`src/rtl/sp_issue_queue_if.sv`:
```
// Loader-to-queue and queue-to-core handshake signals for sp_issue_queue.
// master is the queue's view; slave is the loader/core side.
interface sp_issue_queue_if #(
  parameter int DATA_W = 32
);
  logic              ld_valid;
  logic              ld_ready;
  logic [DATA_W-1:0] ld_inst;
  logic [DATA_W-1:0] ld_addr;
  logic              in_valid;
  logic [DATA_W-1:0] inst;
  logic [DATA_W-1:0] inst_addr;
  logic              out_valid;

  modport master (
    input  ld_valid, ld_inst, ld_addr, out_valid,
    output ld_ready, in_valid, inst, inst_addr
  );

  modport slave (
    output ld_valid, ld_inst, ld_addr, out_valid,
    input  ld_ready, in_valid, inst, inst_addr
  );
endinterface

```
`src/rtl/sp_issue_queue.sv`:
```
// Instruction issue front end: FIFO of {addr, inst} pairs feeding the SP core,
// with in-flight tracking, retirement counting and timeout/spurious-retire detection.
module sp_issue_queue #(
  parameter int DATA_W       = 32,
  parameter int DEPTH        = 8,
  parameter int MODE         = 1,
  parameter int MAX_INFLIGHT = 5,
  parameter int TIMEOUT      = 1000
) (
  input  logic                clk,
  input  logic                rst,
  sp_issue_queue_if.master    bus,
  output logic [7:0]          inflight,
  output logic [31:0]         retired_cnt,
  output logic                idle,
  output logic                timeout_err,
  output logic                spurious_err
);
  localparam int          AW      = $clog2(DEPTH);
  localparam logic [7:0]  LIMIT   = (MODE == 0) ? 8'd1 : 8'(MAX_INFLIGHT);
  localparam logic [31:0] TO_LAST = 32'(TIMEOUT - 1);
  localparam logic [31:0] TO_SAT  = 32'(TIMEOUT);

  logic [2*DATA_W-1:0] mem [DEPTH];
  logic [AW:0]         wr_ptr;
  logic [AW:0]         rd_ptr;
  logic [31:0]         to_cnt;
  logic                empty;
  logic                full;
  logic                push;
  logic                issue;
  logic                retire;

  // Extra wrap bit distinguishes full from empty when the index bits match.
  always_comb begin
    empty  = (wr_ptr == rd_ptr);
    full   = (wr_ptr[AW] != rd_ptr[AW]) && (wr_ptr[AW-1:0] == rd_ptr[AW-1:0]);
    push   = bus.ld_valid && !full;
    issue  = !empty && (inflight < LIMIT) && !timeout_err;
    retire = bus.out_valid && ((inflight != 8'd0) || issue);
  end

  assign bus.ld_ready = !full;
  assign idle         = empty && (inflight == 8'd0);

  always_ff @(posedge clk) begin
    if (push) begin
      mem[wr_ptr[AW-1:0]] <= {bus.ld_addr, bus.ld_inst};
    end
  end

  always_ff @(posedge clk) begin
    if (rst) begin
      wr_ptr        <= '0;
      rd_ptr        <= '0;
      bus.in_valid  <= 1'b0;
      bus.inst      <= '0;
      bus.inst_addr <= '0;
    end else begin
      bus.in_valid <= issue;
      if (push) begin
        wr_ptr <= wr_ptr + 1'b1;
      end
      if (issue) begin
        rd_ptr                    <= rd_ptr + 1'b1;
        {bus.inst_addr, bus.inst} <= mem[rd_ptr[AW-1:0]];
      end
    end
  end

  // A retire with nothing in flight and no same-cycle issue is flagged, never counted.
  always_ff @(posedge clk) begin
    if (rst) begin
      inflight     <= 8'd0;
      retired_cnt  <= 32'd0;
      spurious_err <= 1'b0;
    end else begin
      case ({issue, retire})
        2'b10:   inflight <= inflight + 8'd1;
        2'b01:   inflight <= inflight - 8'd1;
        default: inflight <= inflight;
      endcase
      if (retire) begin
        retired_cnt <= retired_cnt + 32'd1;
      end
      if (bus.out_valid && !retire) begin
        spurious_err <= 1'b1;
      end
    end
  end

  always_ff @(posedge clk) begin
    if (rst) begin
      to_cnt      <= 32'd0;
      timeout_err <= 1'b0;
    end else if (bus.out_valid || (inflight == 8'd0)) begin
      to_cnt <= 32'd0;
    end else if (to_cnt != TO_SAT) begin
      to_cnt <= to_cnt + 32'd1;
      if (to_cnt == TO_LAST) begin
        timeout_err <= 1'b1;
      end
    end
  end
endmodule

```
`src/flat_wrapper.sv`:
```
// flat-port wrapper written by rule: the top's interface ports become plain ports
module sp_issue_queue_flat 
#(
  parameter int DATA_W       = 32,
  parameter int DEPTH        = 8,
  parameter int MODE         = 1,
  parameter int MAX_INFLIGHT = 5,
  parameter int TIMEOUT      = 1000
)
  (clk, rst, inflight, retired_cnt, idle, timeout_err, spurious_err, bus_ld_valid, bus_ld_inst, bus_ld_addr, bus_out_valid, bus_ld_ready, bus_in_valid, bus_inst, bus_inst_addr);
  sp_issue_queue_if #(.DATA_W(DATA_W)) bus_i ();
  input  logic clk;
  input  logic rst;
  output logic [7:0] inflight;
  output logic [31:0] retired_cnt;
  output logic idle;
  output logic timeout_err;
  output logic spurious_err;
  input wire logic [$bits(bus_i.ld_valid)-1:0] bus_ld_valid;
  input wire logic [$bits(bus_i.ld_inst)-1:0] bus_ld_inst;
  input wire logic [$bits(bus_i.ld_addr)-1:0] bus_ld_addr;
  input wire logic [$bits(bus_i.out_valid)-1:0] bus_out_valid;
  output wire logic [$bits(bus_i.ld_ready)-1:0] bus_ld_ready;
  output wire logic [$bits(bus_i.in_valid)-1:0] bus_in_valid;
  output wire logic [$bits(bus_i.inst)-1:0] bus_inst;
  output wire logic [$bits(bus_i.inst_addr)-1:0] bus_inst_addr;
  assign bus_i.ld_valid = bus_ld_valid;
  assign bus_i.ld_inst = bus_ld_inst;
  assign bus_i.ld_addr = bus_ld_addr;
  assign bus_i.out_valid = bus_out_valid;
  assign bus_ld_ready = bus_i.ld_ready;
  assign bus_in_valid = bus_i.in_valid;
  assign bus_inst = bus_i.inst;
  assign bus_inst_addr = bus_i.inst_addr;
  sp_issue_queue #(.DATA_W(DATA_W), .DEPTH(DEPTH), .MODE(MODE), .MAX_INFLIGHT(MAX_INFLIGHT), .TIMEOUT(TIMEOUT)) u_core (.clk(clk), .rst(rst), .bus(bus_i), .inflight(inflight), .retired_cnt(retired_cnt), .idle(idle), .timeout_err(timeout_err), .spurious_err(spurious_err));
endmodule
```
`config.mk`:
```
export PLATFORM = sky130hd
export DESIGN_NAME = sp_issue_queue_flat
export DESIGN_NICKNAME = d
export VERILOG_FILES = /design/src/rtl/sp_issue_queue_if.sv /design/src/rtl/sp_issue_queue.sv /design/src/flat_wrapper.sv
export SDC_FILE = /design/constraint.sdc
export NUM_CORES = 1
export LEC_CHECK = 0
export BUFFER_PORTS_ARGS = -buffer_cell sky130_fd_sc_hd__clkbuf_2
export CELL_PAD_IN_SITES_DETAIL_PLACEMENT = 1
export CELL_PAD_IN_SITES_GLOBAL_PLACEMENT = 1
export CORE_ASPECT_RATIO = 1.2
export CORE_MARGIN = 10
export CORE_UTILIZATION = 56
export CTS_BUF_LIST = sky130_fd_sc_hd__clkbuf_16
export DETAILED_ROUTE_END_ITERATION = 10
export GPL_ROUTABILITY_DRIVEN = 0
export PLACE_DENSITY_LB_ADDON = 0.1
export RECOVER_POWER = 25
export SLEW_MARGIN = 20
export SYNTH_ARGS = -nofsm -noshare
export SYNTH_HDL_FRONTEND = slang
export SYNTH_SLANG_ARGS = --single-unit
export TNS_END_PERCENT = 50
```
`constraint.sdc`:
```
create_clock -name clk -period 10.06 [get_ports clk]
set_input_delay 2.012 -clock clk [delete_from_list [all_inputs] [get_ports clk]]
set_output_delay 2.012 -clock clk [all_outputs]
set_load 0.005 [all_outputs]
```
==> flow_summary_export.csv, run 1 <==
group,metric,value,unit
sta,slew_viol_final,0,
critical_path,cp.arrival,2.16,ns
placed_design,dp_hpwl,35270,um
drt,via_per_inst,6.042,
synth,synth_ff_type,"edfxtp_1",
critical_path,r2r_cells,11,
clock_network,clock-root-buffer,"clkbuf_16",
die,ios,177,
global_route,gr-usage-met3,3.840,%
sta,setup_tns,0,ns
drt,ant_nets,0,
sta,tightest_slew,0.9661,ns
global_route,grt-ovfl-total,0,
synth,synth.distinct_cells,56,
placed_design,portBuffers,176,
critical_path,cp-startpoint,"u_core.rd_ptr[0]",
synth,synth.cell_area,25610,um^2
sta,relSlewSlack,35.59,%
sta,setup_viol,0,
die,die_area,54720,um^2
die,std_cell_rows,85,
drt,firstDrtPassIters,5,
clock_network,clock_latency,0.62,ns
clock_network,cts_tree,"done",
drt,drtIter0Drc,1027,
global_route,grt_pass1_wl,91870,um
synth,synth-edff-count,512,
critical_path,crit_family,"flip-flops",
run,cap_violations,0,
clock_network,post_cts_buffers,0,
global_route,grt_pass1_vias,15170,
clock_network,clockBufferDepth,3,
clock_network,clkSinkCount,659,
critical_path,slowest_stage,"dfxtp_4",
final_layout,drive_gt1_share,24.34,%
clock_network,numCtsBuffers,61,
pwr,power.leakage,0.009362,uW
die,fp.dieH,254.3,um
sta,min_period_over_period,41.50,%
sta,fmax,239.5,MHz
clock_network,htreeDepth,2,
synth,ys_ff_latch,659,
drt,post_drt_wl_per_cell,25.67,um
global_route,top_usage_layer,"met2",
die,core_area,45090,um^2
final_layout,final_cell_mix,"512 x edfxtp_1, 144 x dfxtp_1, 131 x clkbuf_2",
drt,drc,0,
die,die_w,215.2,um
final_layout,finalNetCount,1737,
synth,yosysWarnings,0,
pwr,vdd_drop_max,0.1950,mV
clock_network,cts.repair.resized,0,
global_route,use_met1,26.48,%
sta,min_period,4.175,ns
pwr,power_density,248.2,nW/um^2
synth,seq_area_frac_synth,71.53,%
synth,synth_area_per_cell,17.26,um^2
final_layout,layout_commonest_cell,"edfxtp_1",
critical_path,path_class,"reg2out",
clock_network,hold_buffers,0,
status,status,"complete, no violations",
drt,num_vias,14020,
critical_path,start_kind,"flip-flop",
synth,synthCells,1484,
synth,async_flop_share,0,%
critical_path,path_max_fanout,28,
critical_path,crit_buf_inv,1,
global_route,grt_usage,21.79,%
critical_path,cp_slowest_stage_delay,0.70,ns
critical_path,cp-endpoint,"idle",
sta,rsz0062_at_grt,"false",
critical_path,worstPathRequired,8.05,ns
critical_path,crit_chain,"xnor2_1 -> nand4b_1 -> nor2_1 -> clkbuf_2",
critical_path,r2r_slack,5.98,ns
global_route,grt_max_degree,78,
drt,wl,59590,um
critical_path,crit_cells,4,
pwr,total_power,7233,uW
global_route,globalRouteMet2Util,39.07,%
final_layout,area_growth,13.82,%
die,start_util,56.79,%
critical_path,r2r_start,"u_core.rd_ptr[0]",
critical_path,worstSetupEndpointType,"output port",
synth,synth_nets,1565,
final_layout,n_fill_cell,4040,
sta,fin_worst_skew,0.01335,ns
global_route,grt_antenna_before_repair,9,
critical_path,reg2reg_to,"u_core.inflight[7]",
clock_network,clkTransAtPathRegs,0.06,ns
sta,hold_violations,0,
hold_path,hold_class,"reg2reg",
-- sequential cells by signal, indices dropped and copies added, names as in the netlist --
| signal | cells |
|---|---|
| u_core.retired_cnt | 32 |
| u_core.mem | 512 |
| u_core.bus.in_valid | 1 |
| u_core.to_cnt | 32 |
| u_core.bus.inst | 32 |
| u_core.inflight | 8 |
| u_core.wr_ptr | 4 |
| u_core.spurious_err | 1 |
| u_core.bus.inst_addr | 32 |
| u_core.rd_ptr | 4 |
| u_core.timeout_err | 1 |
-- how the worst min path moves through the flow --
stage | cells after the start | endpoint | slack (ns) | start
floorplan | 2 | u_core.spurious_err | 0.46 | u_core.spurious_err
global placement | 2 | u_core.spurious_err | 0.45 | u_core.spurious_err
detailed placement | 2 | u_core.spurious_err | 0.46 | u_core.spurious_err
CTS | 2 | u_core.spurious_err | 0.48 | u_core.spurious_err
global route | 2 | u_core.spurious_err | 0.52 | u_core.spurious_err
finish | 2 | u_core.spurious_err | 0.47 | u_core.spurious_err
-- routing by layer --
metal / part of all wire [%] / vias up / wire [um]
li1: - / 6260 / -
met2: 53 / 333 / 31670
met3: 4.4 / 91 / 2622
met1: 40 / 7328 / 23980
met5: 0.14 / - / 83
met4: 2.1 / 12 / 1232
-- tightest hold or removal path: cells and delay by family (launching register included) --
family	cells	cell delay, ns
simple gates	1	0.07
compound gates	1	0.04
flops	1	0.33
-- per-stage QoR --
step / cells / utilization, % / hold WS, ns / cell area (um^2) / worst slack [ns]
6_report: 2321 / 64.64 / 0.4749 / 29150 / 5.885
5_1_grt: 2319 / 64.63 / 0.5199 / 29140 / 5.640
4_1_cts: 2317 / 64.66 / 0.4794 / 29160 / 5.575
3_5_place_dp: 2201 / 60.08 / 0.4630 / 27090 / 4.951
3_3_place_gp: 2201 / 60.08 / 0.4470 / 27090 / 5.007
2_1_floorplan: 1484 / - / 0.4604 / 25610 / 2.510
-- power by group --
part	internal (uW)	total [uW]	leakage, uW	switching (uW)
Combinational	688	1590	0.00249	900
Clock	1360	2360	0.00102	999
Sequential	3130	3280	0.00585	154
Total	5180	7230	0.00936	2050
-- cells by family (layout without fill, tap and decap cells) --
kind of cell    Yosys count  count (layout)  synth area share (%)
flops                   659             659                 71.53
fa+ha+maj                13              13                0.6644
other cells               0               3                     0
compound gates          150             150                 4.123
xor+xnor                 34              34                 1.163
simple gates            310             310                 6.278
buf+inv                 110             335                 1.813
mux                     208             208                 14.43
-- synth_stat cells (8+ instances only) --
library cell	number	area, um^2
nand2_1	28	105.1
nor3_1	10	50.05
xnor2_1	19	166.4
nand4_1	15	93.84
clkbuf_1	44	165.2
o41ai_1	8	70.07
ha_1	12	150.1
edfxtp_1	512	15370
nand3_1	28	140.1
mux2i_1	70	700.7
mux4_2	128	2883
dfxtp_1	147	2943
a21oi_1	30	150.1
and3_1	9	56.30
and2_1	8	50.05
o31ai_1	13	97.59
a211oi_1	68	510.5
nor4_1	16	100.1
nor2b_1	10	62.56
mux2_2	9	101.4
nor2_1	130	488.0
buf_2	38	190.2
or4_1	13	97.59
xor2_1	15	131.4
inv_1	22	82.58
-- cell type report --
| cell class | instances | area [um^2] | share of cell area (%) |
|---|---|---|---|
| antenna | 3 | 7.507 | 0.02576 |
| clock buffer | 63 | 1577 | 5.409 |
| clock inverter | 53 | 488.0 | 1.674 |
| inverter | 22 | 83.83 | 0.2876 |
| multi-input combinational | 715 | 6884 | 23.62 |
| sequential | 659 | 18330 | 62.88 |
| tap | 609 | 762.0 | 2.614 |
| timing repair buffer | 197 | 1017 | 3.490 |
Note: power is estimated with default switching activity, not from simulation.
==> run 2, diff against run 1 <==
--- a/config.mk
+++ b/config.mk
@@ -5,12 +5,13 @@
 export SDC_FILE = /design/constraint.sdc
 export NUM_CORES = 1
 export LEC_CHECK = 0
+export ABC_AREA = 1
 export BUFFER_PORTS_ARGS = -buffer_cell sky130_fd_sc_hd__clkbuf_2
 export CELL_PAD_IN_SITES_DETAIL_PLACEMENT = 1
 export CELL_PAD_IN_SITES_GLOBAL_PLACEMENT = 1
 export CORE_ASPECT_RATIO = 1.2
 export CORE_MARGIN = 10
-export CORE_UTILIZATION = 56
+export CORE_UTILIZATION = 48
 export CTS_BUF_LIST = sky130_fd_sc_hd__clkbuf_16
 export DETAILED_ROUTE_END_ITERATION = 10
 export GPL_ROUTABILITY_DRIVEN = 0
==> constraint.sdc (replaced) <==
create_clock -name clk -period 4.3 [get_ports clk]
set_input_delay 0.86 -clock clk [delete_from_list [all_inputs] [get_ports clk]]
set_output_delay 0.86 -clock clk [all_outputs]
set_load 0.005 [all_outputs]
==> flow_summary_export.csv, run 2 <==
group,metric,value,unit
status,status,"complete, no violations",
sta,tightest_slew,1.048,ns
clock_network,clockBufferDepth,3,
final_layout,largest_reg_flops,512,
synth,synth_top_area_share,57.39,%
synth,synth.distinct_cells,41,
sta,relSlewSlack,30.13,%
hold_path,hold_class,"reg2reg",
pwr,total_power,17140,uW
sta,min_period_over_period,81.64,%
synth,async_flop_share,0,%
die,std_cell_rows,94,
synth,seq_area_frac_synth,68.37,%
sta,setup_viol,0,
global_route,grt_antenna_before_repair,8,
critical_path,worstPathRequired,4.84,ns
critical_path,r2r_cells,17,
final_layout,finalInstanceArea,30460,um^2
final_layout,area_growth,13.68,%
final_layout,layout_commonest_cell,"edfxtp_1",
die,fp.dieH,278.8,um
pwr,power.leakage,0.01080,uW
clock_network,cts_tree,"done",
synth,synth_ff_type,"edfxtp_1",
sta,slew_viol_final,0,
drt,via_per_inst,5.662,
die,start_util,48.67,%
clock_network,numCtsBuffers,69,
sta,setup_tns,0,ns
final_layout,multiInputGateArea,7553,um^2
final_layout,ff_latch_area,18330,um^2
sta,setup_ws,0.7896,ns
placed_design,portBuffers,176,
synth,yosysTopAreaCell,"edfxtp_1",
sta,hold_violations,0,
placed_design,dp_hpwl,43920,um
sta,min_period,3.510,ns
placed_design,place_worst_setup_slack,0.7816,ns
drt,wl,76290,um
drt,firstDrtPassIters,9,
clock_network,hold_buffers,0,
hold_path,holdPathEnd,"u_core.to_cnt[31]",
synth,synth_area_leaders,"edfxtp_1 57%, dfxtp_1 11%, nor2_1 7.0%",
die,die_area,65710,um^2
final_layout,drive_gt1_share,10.25,%
final_layout,n_fill_cell,5925,
pwr,comb_power_share,23.3,%
hold_path,min_path_cells,2,
final_layout,final_cell_mix,"512 x edfxtp_1, 495 x nor2_1, 417 x nand2_1",
clock_network,clock-root-buffer,"clkbuf_16",
final_layout,finalNetCount,2752,
pwr,switching_power,5557,uW
synth,yosysWarnings,0,
die,core_area,55040,um^2
clock_network,clock_latency,0.62,ns
global_route,grt_pass1_vias,20530,
critical_path,r2r_slack,0.79,ns
global_route,grt_usage,22.39,%
sta,fmax,284.9,MHz
critical_path,worstSetupEndpointType,"flip-flop",
synth,synth-edff-count,512,
critical_path,path_max_fanout,28,
pwr,power_density,562.9,nW/um^2
pwr,clkPwrFrac,32.5,%
pwr,vdd_drop_max,0.4113,mV
synth,synth_nets,2611,
die,ios,177,
clock_network,clkTransAtPathRegs,0.06,ns
synth,synthCells,2530,
drt,post_drt_wl_per_cell,22.13,um
sta,rsz0062_at_grt,"false",
critical_path,path_class,"reg2reg",
synth,ys_ff_latch,659,
die,die_w,235.7,um
global_route,grt_max_degree,237,
critical_path,reg2reg_to,"u_core.inflight[6]",
run,cap_violations,0,
drt,drtIter0Drc,1254,
clock_network,cts.repair.resized,0,
synth,synth_area_per_cell,10.59,um^2
synth,synth.most_common_cell,"edfxtp_1",
drt,ant_nets,0,
clock_network,clkSinkCount,659,
critical_path,r2r_start,"u_core.rd_ptr[0]",
global_route,grt_pass1_wl,117200,um
placed_design,place_area,28400,um^2
critical_path,start_kind,"flip-flop",
pwr,swShare,32.41,%
synth,synth_commonest_cells,"512 x edfxtp_1, 502 x nor2_1, 417 x nand2_1",
sta,fin_worst_skew,0.03354,ns
hold_path,hp-start,"u_core.to_cnt[31]",
synth,synth.cell_area,26790,um^2
drt,num_vias,19520,
pwr,p_int,11590,uW
clock_network,htreeDepth,3,
drt,drc,0,
critical_path,cp.arrival,4.05,ns
clock_network,post_cts_buffers,0,
global_route,grt-ovfl-total,0,
pwr,seqPwrFrac,44.3,%
run 2: cell families (layout without fill, tap and decap cells):
| kind of cell | Yosys count | in the layout | share of synthesized area (%) |
|---|---|---|---|
| and+or+nand+nor | 1056 | 1056 | 15.88 |
| DFF | 659 | 659 | 68.37 |
| AOI/OAI and AO/OA | 548 | 548 | 10.92 |
| buffers and inverters | 238 | 431 | 3.675 |
| xor gates and xnor gates | 16 | 16 | 0.5230 |
| adders and majority gates | 13 | 13 | 0.6351 |
| other | 0 | 4 | 0 |
run 2: per-stage QoR:
stage	std cells	hold slack, ns	utilization, %
4_1_cts	3442	0.4817	55.37
5_1_grt	3446	0.5118	55.33
3_5_place_dp	3319	0.4678	51.59
3_3_place_gp	3319	0.4487	51.59
6_report	3447	0.4762	55.33
2_1_floorplan	2530	0.4391	-
run 2: how the worst max path moves through the flow:
stage,endpoint,start,slack [ns]
finish,u_core.inflight[6],u_core.rd_ptr[0],0.79
floorplan,u_core.mem[0][0],bus_ld_valid,-0.09
detailed placement,u_core.inflight[6],u_core.rd_ptr[0],0.78
CTS,u_core.inflight[6],u_core.rd_ptr[0],0.74
global route,u_core.inflight[6],u_core.rd_ptr[0],0.45
global placement,u_core.inflight[6],u_core.rd_ptr[0],0.95
run 2: per-layer routing:
layer | global-route usage (%) | wire (um)
met1 | 27.08 | 31840
met2 | 40.08 | 39230
met3 | 3.851 | 3536
met4 | 6.877 | 1627
met5 | 0 | 57
run 2: power by group through the flow:
| stage | Combinational [uW] | Sequential (uW) | Clock [uW] |
|---|---|---|---|
| after detailed placement | 4010 | 7720 | 0 |
| final | 3990 | 7590 | 5570 |
| after global routing | 4480 | 7630 | 5920 |
| after CTS | 4040 | 7590 | 5670 |
| after global placement | 3830 | 7690 | 0 |
| after floorplan | 2600 | 7660 | 0 |
run 2: cell type report:
type	count	area share, %
multi-input combinational	1633	24.80
clock buffer	69	5.669
inverter	104	1.302
timing repair buffer	204	3.903
clock inverter	54	1.163
antenna	4	0.03287
sequential	659	60.17
tap	720	2.958
run 2: critical path: stages, from the launching register on:
cell and delay (ns):
dfxtp_4 0.43, inv_6 0.20, nand2_1 0.09, nand2_1 0.07, nor2_1 0.05, nand2_1 0.15
nand2_4 0.28, a21oi_4 0.38, ha_1 0.45, inv_1 0.11, fa_1 0.42, o21ai_0 0.32
nand2_1 0.12, nand2_1 0.10, a21oi_1 0.06, o21ai_0 0.08, nand2_1 0.07, inv_1 0.05
==> run 3, diff against run 2 <==
--- a/config.mk
+++ b/config.mk
@@ -11,7 +11,7 @@
 export CELL_PAD_IN_SITES_GLOBAL_PLACEMENT = 1
 export CORE_ASPECT_RATIO = 1.2
 export CORE_MARGIN = 10
-export CORE_UTILIZATION = 48
+export CORE_UTILIZATION = 43
 export CTS_BUF_LIST = sky130_fd_sc_hd__clkbuf_16
 export DETAILED_ROUTE_END_ITERATION = 10
 export GPL_ROUTABILITY_DRIVEN = 0
==> constraint.sdc (replaced) <==
create_clock -name clk -period 3.14 [get_ports clk]
set_input_delay 0.628 -clock clk [delete_from_list [all_inputs] [get_ports clk]]
set_output_delay 0.628 -clock clk [all_outputs]
set_load 0.005 [all_outputs]
==> flow_summary_export.csv, run 3 (same netlist as run 2, synthesis figures left out) <==
group,metric,value,unit
critical_path,worstPathRequired,3.69,ns
drt,post_drt_wl_per_cell,21.84,um
pwr,vdd_drop_max,0.8665,mV
critical_path,worstSetupEndpointType,"flip-flop",
critical_path,start_kind,"flip-flop",
clock_network,clock-root-buffer,"clkbuf_16",
clock_network,clkSinkCount,659,
pwr,comb_power_share,23.6,%
final_layout,largest_reg_flops,512,
clock_network,cts_tree,"done",
die,die_w,247.9,um
clock_network,clkTransAtPathRegs,0.06,ns
sta,min_period,2.900,ns
global_route,grt_max_degree,192,
clock_network,numCtsBuffers,70,
run,cap_violations,0,
final_layout,final_cell_mix,"512 x edfxtp_1, 495 x nor2_1, 417 x nand2_1",
sta,relSlewSlack,26.26,%
sta,fmax,344.8,MHz
critical_path,path_max_fanout,92,
drt,firstDrtPassIters,5,
sta,hold_violations,0,
placed_design,place_worst_setup_slack,0.3100,ns
die,die_area,72730,um^2
pwr,p_int,15820,uW
clock_network,hold_buffers,0,
critical_path,cp-startpoint,"u_core.rd_ptr[2]",
sta,slew_viol_final,0,
critical_path,r2r_slack,0.24,ns
pwr,clkPwrFrac,32.3,%
global_route,grt-ovfl-total,0,
sta,rsz0062_at_grt,"false",
clock_network,clockBufferDepth,3,
sta,min_period_over_period,92.36,%
hold_path,hp-start,"bus_ld_addr[25]",
drt,num_vias,19510,
clock_network,htreeDepth,3,
global_route,grt_pass1_wl,119100,um
drt,wl,77880,um
critical_path,reg2reg_to,"u_core.bus.inst[19]",
clock_network,post_cts_buffers,0,
pwr,switching_power,7734,uW
final_layout,drive_gt1_share,10.47,%
final_layout,layout_commonest_cell,"edfxtp_1",
clock_network,cts.repair.resized,0,
critical_path,r2r_cells,9,
final_layout,finalNetCount,2766,
placed_design,dp_hpwl,45060,um
drt,ant_nets,0,
critical_path,cp.arrival,3.45,ns
global_route,grt_pass1_vias,20510,
drt,drc,0,
sta,tightest_slew,1.106,ns
die,ios,177,
final_layout,area_growth,14.74,%
global_route,grt_usage,21.03,%
status,status,"complete, no violations",
die,core_area,61930,um^2
pwr,power_density,766.2,nW/um^2
hold_path,min_path_cells,1,
critical_path,r2r_start,"u_core.rd_ptr[2]",
pwr,seqPwrFrac,44.1,%
pwr,total_power,23560,uW
sta,fin_worst_skew,0.02564,ns
hold_path,hold_class,"in2reg",
die,fp.dieH,293.4,um
clock_network,clock_latency,0.62,ns
drt,via_per_inst,5.471,
hold_path,holdPathEnd,"u_core.mem[0][57]",
final_layout,final_util,49.64,%
placed_design,portBuffers,176,
pwr,power.leakage,0.01090,uW
sta,setup_ws,0.2398,ns
global_route,grt_antenna_before_repair,13,
sta,setup_viol,0,
die,start_util,43.26,%
drt,drtIter0Drc,1097,
pwr,swShare,32.83,%
die,std_cell_rows,100,
critical_path,path_class,"reg2reg",
## run 3: cell count changes in the layout (fill, tap and decap cells not counted), sizes merged
cell	change
buf	+13
bufinv	-2
clkbuf	+1
clkinv	+1
clkinvlp	-3
diode	+4
inv	+9
## run 3: critical path, stage by stage, from the launching register on
cell,delay [ns]
dfxtp_4,0.41
clkinv_2,0.07
buf_4,0.41
buf_4,0.92
o21ai_0,0.35
o22ai_1,0.27
nand2_1,0.09
nand2_1,0.11
nor2_1,0.05
nor2_1,0.09
## run 3: worst max path at each step
stage	endpoint	slack, ns	cells past startpoint
finish	u_core.bus.inst[19]	0.24	9
global route	u_core.inflight[6]	0.02	17
CTS	u_core.bus.inst[19]	0.27	9
detailed placement	u_core.bus.inst[24]	0.31	9
global placement	u_core.bus.inst[2]	0.39	8
floorplan	u_core.mem[7][0]	-0.92	8
## run 3: power groups by stage
stage	logic [uW]	registers, uW	clock network, uW
global placement	5440	10600	0
CTS	5650	10400	7810
detailed placement	5600	10600	0
global route	6250	10500	8150
floorplan	3570	10500	0
finish	5550	10400	7610
## run 3: area by class of cell
cell class,instances,area [um^2]
timing repair buffer,217,1329
antenna,8,20.02
sequential,659,18330
fill,6766,31190
clock buffer,70,1752
multi-input combinational,1633,7553
inverter,104,399.1
tap,816,1021
clock inverter,59,341.6
## run 3: per-layer routing
metal / wire [um] / vias to the layer above / track usage, %
met5: 46 / - / 0
li1: - / 9149 / -
met1: 32910 / 9797 / 25.93
met4: 1835 / 8 / 7.621
met2: 39200 / 431 / 36.37
met3: 3889 / 126 / 3.497
## run 3: metrics by stage
| step | area (um^2) | TNS, ns | cells | hold slack [ns] |
|---|---|---|---|---|
| after CTS | 30780 | 0 | 3558 | 0.2494 |
| final | 30740 | 0 | 3566 | 0.3123 |
| after global routing | 30740 | 0 | 3565 | 0.3303 |
| after floorplan | 26830 | -76.88 | 2530 | 0.4391 |
| after detailed placement | 28690 | 0 | 3429 | 0.4555 |
| after global placement | 28690 | 0 | 3429 | 0.4484 |
